File: src/rtl/dmem_arbiter.sv
// dmem_arbiter: shares the single-port DataMemory between the load/store
// unit (port 0) and the program/debug loader (port 1). Each winning request
// spends one ISSUE cycle on the memory pins; reads then wait RD_LAT cycles
// in RDWAIT and flag the owner's rvalid in the last of them.
// Optional feature: define DMEM_RR_ARB_EN for round-robin tie-breaking;
// otherwise port 0 always wins a tie.
module dmem_arbiter #(
  parameter int RD_LAT = 1
) (
  input  logic        clka,
  input  logic        rst,
  input  logic        req0,
  input  logic        req1,
  input  logic [3:0]  we0,
  input  logic [3:0]  we1,
  input  logic [31:0] addr0,
  input  logic [31:0] addr1,
  input  logic [31:0] wdata0,
  input  logic [31:0] wdata1,
  output logic        gnt0,
  output logic        gnt1,
  output logic        rvalid0,
  output logic        rvalid1,
  output logic [31:0] rdata,
  output logic [3:0]  wea,
  output logic [31:0] addra,
  output logic [31:0] dina,
  input  logic [31:0] douta
);

  typedef enum logic [1:0] {IDLE, ISSUE, RDWAIT} state_e;

  state_e      state_q, state_d;
  logic [2:0]  cnt_q, cnt_d;
  logic        own_q, own_d;     // port that owns the transaction in flight
  logic        wr_q, wr_d;       // transaction in flight is a write
  logic        gnt0_q, gnt0_d, gnt1_q, gnt1_d;
  logic        rv0_q, rv0_d, rv1_q, rv1_d;
  logic [3:0]  wea_q, wea_d;
  logic [31:0] addra_q, addra_d, dina_q, dina_d;
  logic        arb;              // this edge is an arbitration point
  logic        win1;             // port 1 wins if this edge grants
  logic        unused_addr_lsbs;

  // Byte offset inside a word is irrelevant to a word-wide memory.
  assign unused_addr_lsbs = ^{addr0[1:0], addr1[1:0]};

  assign arb = (state_q == IDLE)
            || (state_q == ISSUE  && wr_q)
            || (state_q == RDWAIT && cnt_q == 3'd1);

`ifdef DMEM_RR_ARB_EN
  logic last_q, last_d;          // last grant went to port 1

  // On a tie, the port that did not win the most recent grant goes first.
  assign win1 = req1 & (~req0 | ~last_q);

  // Remember the winner of every grant.
  always_comb begin
    last_d = last_q;
    if (arb && (req0 || req1)) last_d = win1;
  end

  // Last-winner register; reset says port 1 went last so port 0 leads.
  always_ff @(posedge clka or posedge rst) begin
    if (rst) last_q <= 1'b1;
    else     last_q <= last_d;
  end
`else
  // Fixed priority: port 0 always beats port 1.
  assign win1 = req1 & ~req0;
`endif

  // Next-state, arbitration and registered memory-pin/handshake values.
  always_comb begin
    state_d = state_q;
    cnt_d   = cnt_q;
    own_d   = own_q;
    wr_d    = wr_q;
    gnt0_d  = 1'b0;
    gnt1_d  = 1'b0;
    wea_d   = 4'h0;
    addra_d = addra_q;
    dina_d  = dina_q;

    case (state_q)
      ISSUE: begin
        if (!wr_q) begin
          state_d = RDWAIT;
          cnt_d   = 3'(RD_LAT);
        end
      end
      RDWAIT: begin
        if (cnt_q != 3'd1) cnt_d = cnt_q - 3'd1;
      end
      default: ;
    endcase

    if (arb) begin
      if (req0 || req1) begin
        state_d = ISSUE;
        own_d   = win1;
        gnt0_d  = ~win1;
        gnt1_d  = win1;
        wea_d   = win1 ? we1 : we0;
        wr_d    = win1 ? (we1 != 4'h0) : (we0 != 4'h0);
        addra_d = {2'b00, (win1 ? addr1[31:2] : addr0[31:2])};
        dina_d  = win1 ? wdata1 : wdata0;
      end else begin
        state_d = IDLE;
      end
    end

    // rvalid marks the final RDWAIT cycle, when douta carries the read word.
    rv0_d = (state_d == RDWAIT) && (cnt_d == 3'd1) && !own_d;
    rv1_d = (state_d == RDWAIT) && (cnt_d == 3'd1) &&  own_d;
  end

  // State and output registers; reset abandons any read in flight.
  always_ff @(posedge clka or posedge rst) begin
    if (rst) begin
      state_q <= IDLE;
      cnt_q   <= 3'd0;
      own_q   <= 1'b0;
      wr_q    <= 1'b0;
      gnt0_q  <= 1'b0;
      gnt1_q  <= 1'b0;
      rv0_q   <= 1'b0;
      rv1_q   <= 1'b0;
      wea_q   <= 4'h0;
      addra_q <= 32'h0;
      dina_q  <= 32'h0;
    end else begin
      state_q <= state_d;
      cnt_q   <= cnt_d;
      own_q   <= own_d;
      wr_q    <= wr_d;
      gnt0_q  <= gnt0_d;
      gnt1_q  <= gnt1_d;
      rv0_q   <= rv0_d;
      rv1_q   <= rv1_d;
      wea_q   <= wea_d;
      addra_q <= addra_d;
      dina_q  <= dina_d;
    end
  end

  assign gnt0    = gnt0_q;
  assign gnt1    = gnt1_q;
  assign rvalid0 = rv0_q;
  assign rvalid1 = rv1_q;
  assign wea     = wea_q;
  assign addra   = addra_q;
  assign dina    = dina_q;
  assign rdata   = douta;

endmodule
File: config.mk
export PLATFORM = sky130hd
export DESIGN_NAME = dmem_arbiter
export DESIGN_NICKNAME = d
export VERILOG_FILES = /design/src/rtl/dmem_arbiter.sv
export SDC_FILE = /design/constraint.sdc
export NUM_CORES = 1
export LEC_CHECK = 0
export CAP_MARGIN = 25
export CORE_MARGIN = 5
export CORE_UTILIZATION = 35
export CTS_CLUSTER_SIZE = 20
export DETAILED_ROUTE_END_ITERATION = 8
export GPL_ROUTABILITY_DRIVEN = 0
export PLACE_DENSITY_LB_ADDON = 0.12
export SYNTH_ARGS = -nofsm -noshare
export SYNTH_HDL_FRONTEND = slang
export SYNTH_SLANG_ARGS = --single-unit
export TNS_END_PERCENT = 1
File: constraint.sdc
create_clock -name clka -period 2.4 [get_ports clka]
set_clock_uncertainty 0.05 [all_clocks]
set_input_delay 0.24 -clock clka [delete_from_list [all_inputs] [get_ports clka]]
set_output_delay 0.24 -clock clka [all_outputs]
set_load 0.1 [all_outputs]
==> summary.txt, run 1 <==
GRT
  – Antenna violations before repair: 0
  – Gr usage total: between 10% and 20%
  – Vias in the first global route: 3337
  – First-pass GRT wire length: between 15000 and 20000 µm
  – Largest net degree at the start of global routing: 65
  – Gr ovfl total: 0

Synthesis
  – Mean Syn Cell Area: roughly 10 µm²
  – YS warnings: 0
  – Asr flop ratio synth: 100.0%
  – Post-synth EDFFs: 0
  – Distinct cells, synth: 34
  – Seq/Total Area, Yosys: between 40% and 50%
  – Cells after synthesis: ~380
  – Yosys reg bits: 77
  – Main synth FF type: dfrtp_1
  – Synthesized area: 3887 µm²

Placement
  – Placed cell count: 673
  – Placed cell areas: roughly 5700 µm²
  – HPWL after DPL: 8188 µm
  – Port Buffers: 205

Finish
  – Synth-to-layout area growth: 49.79%
  – Fin nets: slightly above 700
  – Finished Layout Cells: a little under 700
  – Filler cells: about 1000
  – Diodes inserted: 0
  – Proportion of layout cells with a drive suffix above 1: approximately 17%
  – Finished Cell Area: 5823 µm²

CTS
  – Clock Latency Late Sink: 340 ps
  – Cts hold-fix bufs: 0
  – Clock buffer depth: 2
  – CTS tree: yes
  – CTS clk-pin slew, worst paths: around 80 ps
  – H-tree Lvls: 3
  – TritonCTS Buffers: 9
  – Sink Count: between 70 and 80
  – Clock Root Buffer: clkbuf_8
  – Post-cts resize count: 0
  – # Post-CTS Setup Buffers: 0

Timing
  – Worst Tran Pin Value: between 500 and 600 ps
  – RSZ-0062 raised after global routing: false
  – Tmin final: approximately 2000 ps
  – Peak Freq: 502.9 MHz
  – Fin. Hold Viols: 0
  – # setup viols final: 0
  – Slew Limit Headroom: between 60% and 70%
  – Final Cycle Share: ~83%
  – Final Max Slew Viols: 0
  – Setup TNS: 0 ps

Critical path
  – Arrival @ worst endpoint: approximately 2200 ps
  – Worst setup EP type: flip-flop
  – Crit path required time: 2610 ps
  – CP max FO: 64
  – CP Launch Type: flip-flop
  – WS Path Type: reg2reg

Floorplan
  – Die area: about 13000 µm²
  – Die Y: ~120 µm
  – Starting Density: between 30% and 40%
  – Num ports: 276
  – Core Area: 10840 µm²
  – Die extent in x: about 120 µm
  – Cell Rows: 38

Run
  – Max cap viols: 0

Detailed routing
  – Post-Route WL: 10300 µm
  – Vias per inst: 4.647
  – Antenna-violating nets left: 0
  – Drt pass-1 iters: 4
  – Drt drc: 0
  – Vias: between 3000 and 4000
  – DRT iter0 DRCs: between 90 and 100
  – Drt wl/cell: between 10 and 15 µm

Run status
  – Status: completed

Hold path
  – Hold Crit Class: in2async
## layout make-up
type	instances	area [µm²]	area share (%)
Sequential cell	77	1927	33.09
Tap cell	140	175.2	3.008
Clock inverter	2	10.01	0.1719
Inverter	9	35.03	0.6016
Multi-Input combinational cell	236	1562	26.82
Timing Repair Buffer	211	1972	33.86
Clock buffer	14	142.6	2.450
## layout by cell type (no fill, tap or decap), types with 2 or more instances in the layout
| cell | instances |
|---|---|
| clkdlybuf4s50_1 | 135 |
| dfrtp_1 | 77 |
| buf_4 | 72 |
| a21oi_1 | 65 |
| nor2_1 | 63 |
| mux2i_1 | 63 |
| clkbuf_8 | 9 |
| inv_1 | 8 |
| nand2_1 | 6 |
| ha_1 | 6 |
| clkbuf_1 | 5 |
| a22o_1 | 4 |
| buf_12 | 4 |
| nor2b_1 | 3 |
| o21ai_0 | 3 |
| clkinv_2 | 3 |
| nor4_1 | 2 |
| conb_1 | 2 |
## final timing paths
check,depth (start not counted),endpoint,slack [ps],startpoint
max,7,addra[29],410,state_q[1]
max in group asynchronous,3,addra[23],1410,rst
min in group clka,0,rdata[12],430,douta[12]
min,2,dina[6],230,rst
min reg2reg,2,own_q,470,own_q
max reg2reg,7,addra[29],410,state_q[1]
## cells by family after synthesis
logic type	after synthesis	synth area share [%]
compound gates	81	11.81
simple gates	84	9.817
other cells	1	0.09646
mux	63	16.22
flops	77	49.57
fa+ha+maj	6	1.931
buf+inv	64	10.56
## cell usage after synthesis, types with 2 or more instances
cell / instances / area, µm²
a21oi_1: 65 / 325.3
buf_4: 41 / 307.8
mux2i_1: 63 / 630.6
clkbuf_4: 2 / 15.01
nor4_1: 2 / 12.51
nand2_1: 6 / 22.52
a22o_1: 4 / 35.03
dfrtp_1: 77 / 1927
nor2_1: 63 / 236.5
buf_2: 7 / 35.03
ha_1: 6 / 75.07
inv_1: 9 / 33.78
nor2b_1: 4 / 25.02
clkbuf_1: 5 / 18.77
o21ai_0: 3 / 15.01
## flip-flops by register name, summed over array words and instances (netlist names)
name / count
dina: 32
addra: 30
wea: 4
cnt_q: 3
state_q: 2
gnt0: 1
gnt1: 1
own_q: 1
rvalid0: 1
rvalid1: 1
wr_q: 1
## per-layer routing
layer / track usage, % / wire, µm / up-vias
met5: 0 / 0 / -
met1: 16.94 / 3743 / 1468
met4: 6.651 / 197 / 0
met2: 27.39 / 5411 / 129
li1: - / - / 1589
met3: 5.526 / 950 / 16
## critical path, stage by stage, from the launching register on
cell and delay [ps]:
dfrtp_1 410, inv_1 120, ha_1 240, a21oi_2 120
a21oi_4 200, buf_4 500, nor2_1 80, a21oi_1 150
## per-stage QoR
stage	util [%]	setup WS (ps)	hold WS, ps
2_1_floorplan	-	143.3	322.6
3_3_place_gp	52.31	469.0	430.7
3_5_place_dp	52.31	411.3	430.7
4_1_cts	53.72	378.6	227.3
5_1_grt	53.72	166.1	258.3
6_report	53.72	411.6	228.1
Power of run 1 is not shown: default switching activity piles up to over one toggle a cycle in this logic, so the estimate is an artifact.
==> run 2: changes to the inputs <==
Clock period 2.4 ns to 1.9 ns, I/O delays scaled along.
==> summary.txt, run 2 (synthesized netlist as in run 1, its figures left out) <==
Floorplan
  – Die Y: 115.4 µm
  – Core Area: approximately 11000 µm²
  – Cell Rows: 38
  – Num ports: 276
  – Starting Density: 35.86%
  – Die extent in x: about 120 µm
  – Die area: approximately 13000 µm²

Finish
  – Synth-to-layout area growth: 54.65%
  – Diodes inserted: 0
  – Finished Cell Area: roughly 6000 µm²
  – Most frequent cells in the layout: clkdlybuf4s50_1, dfrtp_1, buf_4
  – Filler cells: 985
  – Finished Layout Cells: approximately 690
  – Most common cell after layout, fill and taps aside: clkdlybuf4s50_1
  – Max reg flops: 32
  – Fin util: a little under three fifths
  – Fin nets: approximately 730
  – Proportion of layout cells with a drive suffix above 1: between 20% and 30%

Placement
  – Placed cell areas: between 5000 and 6000 µm²
  – HPWL after DPL: approximately 8500 µm
  – Port Buffers: slightly above 200
  – Placed cell count: slightly below 700

CTS
  – Clock buffer depth: 2
  – Clock Latency Late Sink: ~330 ps
  – Clock Root Buffer: clkbuf_8
  – CTS clk-pin slew, worst paths: 90 ps
  – Sink Count: a little under 80
  – CTS tree: yes
  – Cts hold-fix bufs: 0
  – TritonCTS Buffers: 9
  – H-tree Lvls: 3

GRT
  – Grt met3 use: between 4 and 5%
  – Gr ovfl total: 0
  – Gr usage total: between 15 and 20%
  – Vias in the first global route: 3383
  – Top Usage Layer GRT: met2
  – First-pass GRT wire length: 16370 µm
  – Met2 GRT Util: 27.62%
  – Antenna violations before repair: 0
  – Largest net degree at the start of global routing: 37
  – Grt met1 use: about 17%

Timing
  – RSZ-0062 raised after global routing: true
  – Tmin final: approximately 1800 ps
  – Slew Limit Headroom: roughly 66%
  – Peak Freq: 561.4 MHz
  – # setup viols final: 0
  – Final Max Slew Viols: 0
  – Fin. Hold Viols: 0
  – Final Cycle Share: 93.76%
  – Worst Tran Pin Value: ~500 ps

Critical path
  – Critical path's largest stage delay: 410 ps
  – Crit path required time: 2090 ps
  – WS Path Type: reg2reg
  – Arrival @ worst endpoint: a little under 2000 ps
  – Slowest cell on crit path: dfrtp_1
  – CP max FO: 6
  – Worst setup EP type: flip-flop
  – CP delay by family, top: compound AO/OA/AOI/OAI gates
  – Worst-path cell chain: inv_1 -> ha_2 -> nand3b_4 -> a21boi_2 -> o21bai_1 -> nor4b_2
  – CP Launch Type: flip-flop
  – Buf/Inv on CP: 1

Detailed routing
  – Drt pass-1 iters: 4
  – DRT iter0 DRCs: between 100 and 150
  – Drt drc: 0
  – Vias per inst: 4.683
  – Drt wl/cell: ~16 µm
  – Antenna-violating nets left: 0
  – Post-Route WL: around 11000 µm
  – Vias: 3250

Run status
  – Status: completed

Run
  – Max cap viols: 0

Hold path
  – Hold Crit Class: in2async
==> run 2: area by class of cell <==
class	count	area (µm²)	area share [%]
inverter	9	37.54	0.6243
tap	140	175.2	2.914
clock buffer	11	131.4	2.185
multi-input combinational	236	1618	26.91
timing repair buffer	216	2085	34.67
clock inverter	5	37.54	0.6243
sequential	77	1928	32.07
==> run 2: repair_timing <==
| item | 4_1_cts | 5_1_grt |
|---|---|---|
| setup buffers | 0 | 1 |
| endpoints found under the setup margin | 0 | 39 |
| hold endpoints to repair | 0 | 0 |
| resized for setup | 0 | 14 |
==> run 2: metal layers <==
metal,up-vias,share of wire (%)
met5,-,0
met4,0,2.2
met3,30,8.8
met2,138,52
met1,1493,37
li1,1589,-
==> run 2: metrics by stage <==
stage	hold WS [ps]	worst slack (ps)	setup TNS (ps)
global route	138.2	-18.38	-30.96
finish	145.9	118.6	0
detailed placement	330.7	71.40	0
global placement	330.7	163.3	0
floorplan	272.6	252.4	0
CTS	133.5	58.37	0
==> run 2: worst paths after layout <==
kind	start	end	slack, ps	cells past startpoint
setup / recovery	cnt_q[1]	rvalid0	120	6
hold / removal	rst	addra[14]	150	2
setup reg to reg	cnt_q[1]	rvalid0	120	6
hold reg to reg	dina[7]	dina[7]	480	2
max in group asynchronous	rst	addra[24]	1170	3
min in group clka	douta[15]	rdata[15]	330	0
Power of run 2 is left out for the same reason.
==> run 3: changes to the inputs <==
Settings changed: CTS_CLUSTER_DIAMETER from default to 120, MAX_ROUTING_LAYER from default to met4, SLEW_MARGIN from default to 40.
==> summary.txt, run 3 (synthesized netlist as in run 1, its figures left out) <==
Run status
  – Status: completed

Timing
  – Worst Tran Pin Value: ~500 ps
  – Fin. Hold Viols: 0
  – Tmin final: between 1500 and 2000 ps
  – Peak Freq: ~560 MHz
  – RSZ-0062 raised after global routing: true
  – Worst setup margin: around 120 ps
  – # setup viols final: 0
  – Final Max Slew Viols: 0
  – Slew Limit Headroom: approximately 66%
  – Final Cycle Share: between 90% and 100%

Detailed routing
  – Vias: between 3000 and 4000
  – DRT iter0 DRCs: ~110
  – Drt drc: 0
  – Post-Route WL: approximately 11000 µm
  – Drt wl/cell: 15.57 µm
  – Drt pass-1 iters: 4
  – Antenna-violating nets left: 0
  – Vias per inst: 4.695

Finish
  – Most frequent cells in the layout: clkdlybuf4s50_1, dfrtp_1, buf_4
  – Proportion of layout cells with a drive suffix above 1: between 20% and 30%
  – Most common cell after layout, fill and taps aside: clkdlybuf4s50_1
  – Fin nets: roughly 730
  – Max reg flops: 32
  – Register Area: approximately 1900 µm²
  – Diodes inserted: 0
  – Multi-input gate area: between 1500 and 2000 µm²
  – Filler cells: around 1000
  – Synth-to-layout area growth: 54.65%

Critical path
  – Slowest cell on crit path: dfrtp_1
  – Critical path's largest stage delay: between 400 and 500 ps
  – Arrival @ worst endpoint: between 1500 and 2000 ps
  – Buf/Inv on CP: 1
  – Crit path required time: around 2100 ps
  – Worst setup EP type: flip-flop
  – WS Path Type: reg2reg
  – CP Launch Type: flip-flop
  – CP delay by family, top: compound AO/OA/AOI/OAI gates
  – Worst-path cell chain: inv_1 -> ha_2 -> nand3b_4 -> a21boi_2 -> o21bai_1 -> nor4b_2
  – CP max FO: 6

Floorplan
  – Core Area: approximately 11000 µm²
  – Die extent in x: between 100 and 150 µm
  – Cell Rows: 38
  – Num ports: around 280
  – Die area: approximately 13000 µm²
  – Die Y: between 100 and 150 µm
  – Starting Density: a little over a third

CTS
  – Clock buffer depth: 2
  – TritonCTS Buffers: 9
  – H-tree Lvls: 3
  – CTS tree: yes
  – Cts hold-fix bufs: 0
  – CTS clk-pin slew, worst paths: 90 ps
  – Sink Count: a little under 80
  – Clock Latency Late Sink: between 300 and 400 ps
  – Clock Root Buffer: clkbuf_8

GRT
  – First-pass GRT wire length: 16300 µm
  – Top Usage Layer GRT: met2
  – Met2 GRT Util: between 20% and 30%
  – Grt met1 use: ~18%
  – Largest net degree at the start of global routing: 37
  – Vias in the first global route: between 3000 and 4000
  – Grt met3 use: under 10%
  – Gr ovfl total: 0
  – Antenna violations before repair: 0
  – Gr usage total: 15.96%

Placement
  – Pre-CTS setup slack: 71.40 ps
  – HPWL after DPL: between 8000 and 9000 µm
  – Port Buffers: 205

Run
  – Max cap viols: 0

Hold path
  – Hold Crit Class: in2async
==> run 3: cell counts in the layout (fill, tap and decap cells not counted) <==
No cell type changed its count.
==> run 3: path summary, 6_finish.rpt <==
check	from	endpoint	slack (ps)	depth (start not counted)
setup / recovery	cnt_q[1]	rvalid0	120	6
hold reg to reg	dina[18]	dina[18]	480	2
min in group clka	douta[15]	rdata[15]	330	0
max in group asynchronous	rst	addra[24]	1170	3
hold / removal	rst	addra[14]	150	2
setup reg to reg	cnt_q[1]	rvalid0	120	6
==> run 3: through the flow <==
stage          setup TNS (ps)  utilization (%)  instances  instance area [µm²]  hold WS (ps)
3_5_place_dp                0            53.00        676                 5746         330.7
3_3_place_gp                0            53.00        676                 5746         330.7
4_1_cts                     0            54.56        692                 5914         133.5
2_1_floorplan               0                -        377                 3895         272.6
6_report                    0            55.46        694                 6012         145.8
5_1_grt                -30.96            55.46        694                 6012         138.2
==> run 3: area by class of cell <==
cell class	instances	area share, %
Clock buffer	11	2.185
Clock inverter	5	0.6243
Inverter	9	0.6243
Multi-Input combinational cell	236	26.91
Sequential cell	77	32.07
Tap cell	140	2.914
Timing Repair Buffer	216	34.67
==> run 3: layer usage <==
| layer | wire (µm) | vias to the layer above |
|---|---|---|
| met5 | 0 | - |
| met4 | 238 | 0 |
| met3 | 859 | 30 |
| met2 | 5669 | 138 |
| met1 | 4041 | 1500 |
| li1 | - | 1590 |
==> run 3: repair_timing <==
action,in CTS,in global routing
setup endpoints to repair,0,39
hold endpoints to repair,0,0
setup buffers,0,1
gates resized for setup,0,14
==> run 3: worst register-to-register path, cell delays in order, from the launching register on <==
cell and delay [ps]:
dfrtp_1 410, inv_1 90, ha_2 220, nand3b_4 130
a21boi_2 310, o21bai_1 230, nor4b_2 250
Power of run 3 is left out for the same reason.
==> edit: new RTL, flow settings as in run 1 <==
Re-encode `state_e` (3 states) as one-hot, 3 bits wide.
--- a/src/rtl/dmem_arbiter.sv
+++ b/src/rtl/dmem_arbiter.sv
@@ -28,7 +28,7 @@
   input  logic [31:0] douta
 );
 
-  typedef enum logic [1:0] {IDLE, ISSUE, RDWAIT} state_e;
+  typedef enum logic [2:0] {IDLE = 3'b001, ISSUE = 3'b010, RDWAIT = 3'b100} state_e;
 
   state_e      state_q, state_d;
   logic [2:0]  cnt_q, cnt_d;
Check against the original RTL: same outputs for any inputs over 10 cycles, from zero or initial values and one cycle with rst high; not proved beyond that.
==> edit against run 1 <==
- worst hold slack improved by 1.4 ps
- area after synthesis up 15%
- die area rose by 14%
- final area grew 16%
- wire length grew 13%
- worst setup slack worse by 300 ps
- sequential cell count rose by 1
==> edit: results (changes against run 1) <==
| Metric | Value |
|---|---|
| Worst relative slew slack | 62.02% (+2.0 points) |
| 1st-iter DRT viols | 114 (+19%) |
| Most frequent cells after synthesis | dfrtp_1 (77), mux2_2 (62), mux2_4 (59) |
| Total wire length | 11.68 mm (+13%) |
| Post-DP Area | 6272 um^2 (+11%) |
| Post-synthesis mux area share | 36.42% (+20 points) |
| Final HPWL DP | 8.403 mm (+2.6%) |
| Fill cells | 1,095 (+9.9%) |
| Ant diodes | 0 (unchanged) |
| GRT met1 Usage | 16.92% (-0.024 points) |
| Clk root buf | clkbuf_16 |
| Placed insts | 653 (-3.0%) |
| Fraction of layout cells with a size suffix above 1 | 45.62% (+28 points) |
| Post-CTS Setup Bufs | 0 (unchanged) |
| Cell variety after synth | 41 (+21%) |
| Status | complete, no violations |
| Reg2reg end | addra[23] |
| Post-Route M1 WL | 4.709 mm (+26%) |
| Cell family with most CP delay | compound AO/OA/AOI/OAI gates |
| Grt met2 use | 22.82% (-4.6 points) |
| Tot GR Track Use | 13.90% (-1.7 points) |
| Largest fanout on the critical path | 8 (-88%) |
| Met3 WL | 1.100 mm (+16%) |
| Met2 Wirelength | 5.624 mm (+3.9%) |
| CP endpoint | addra[23] |
| Synth Area in Compound Gates | 4.479% (-7.3 points) |
| NumNets Final | 672 (-6.9%) |
| Vias in the first global route | 3,339 (+0.060%) |
| Synth top area cells | dfrtp_1 (43%), mux2_4 (20%), mux2_2 (16%) |
| Data arrival, critical path | 2450 ps (+260 ps) |
| Fraction of registers with async set/reset | 100.0% (unchanged) |
| Largest net degree at the start of global routing | 35 (-46%) |
| FF-to-FF Start | cnt_q[1] |
| Part of the Yosys area used for sequential elements | 43.70% (-5.9 points) |
| Vias per inst | 4.611 (-0.78%) |
| M3 GR Usage | 3.888% (-1.6 points) |
| Switching part of the total | 55.21% |
| Synth Area in Adders | 0.5599% (-1.4 points) |
| Clk slew on worst S/H paths | 60 ps (-20 ps) |
| Hold_ws | 229.5 ps (+1.384 ps) |
| CP max stage delay | 390 ps (-110 ps) |
| First-pass GRT wire length | 16.46 mm (+1.1%) |
| Mean routed wirelength per cell | 17.32 um (+16%) |
| Mapped Cells | 319 (-15%) |
| Flop2flop setup slack | 110 ps (-300 ps) |
-- edit: cell count changes after synthesis, sizes merged, moves of 3 or more --
| cell | run 1 | this run |
|---|---|---|
| a21oi | 67 | 3 |
| buf | 48 | 44 |
| ha | 6 | 2 |
| mux2 | 0 | 124 |
| mux2i | 63 | 1 |
| nand2 | 6 | 1 |
| nand2b | 1 | 4 |
| nor2 | 63 | 6 |
| o31ai | 0 | 3 |
-- edit: cells by family (layout without fill, tap and decap cells) --
logic type	Yosys count	in the layout
muxes	125	125
DFF	78	78
buffers and inverters	60	242
and+or+nand+nor	29	29
AOI/OAI and AO/OA	24	24
adders and majority gates	2	2
other	1	2
-- edit: how the worst min path moves through the flow --
stage,cells after the start,to,start
3_5_place_dp,0,rdata[11],douta[11]
5_1_grt,2,wea[0],rst
4_1_cts,2,wea[0],rst
2_1_floorplan,1,wea[0],we0[0]
3_3_place_gp,1,dina[20],dina[20]
6_report,2,wea[0],rst
-- edit: cell type report --
| type | instances | share of cell area [%] |
|---|---|---|
| clock buffers | 10 | 3.404 |
| inverters | 7 | 0.4092 |
| well taps | 172 | 3.199 |
| repair buffers | 220 | 32.07 |
| flip-flops and latches | 78 | 29.04 |
| clock inverters | 5 | 1.116 |
| multi-input cells | 182 | 30.77 |
-- edit: power by group through the flow --
stage          Sequential (W)  Combinational (W)  Clock [W]
2_1_floorplan         0.00613            0.00125          0
3_3_place_gp          0.00222            0.00632          0
3_5_place_dp          0.00222            0.00632          0
4_1_cts               0.00223            0.00633    0.00144
5_1_grt               0.00231            0.00645    0.00150
6_report              0.00223            0.00629    0.00140
-- edit: per-stage QoR --
step	util, %	setup slack, ps
2_1_floorplan	-	116.6
3_3_place_gp	49.91	133.0
3_5_place_dp	49.91	88.38
4_1_cts	52.32	80.27
5_1_grt	53.52	6.064
6_report	53.52	109.6
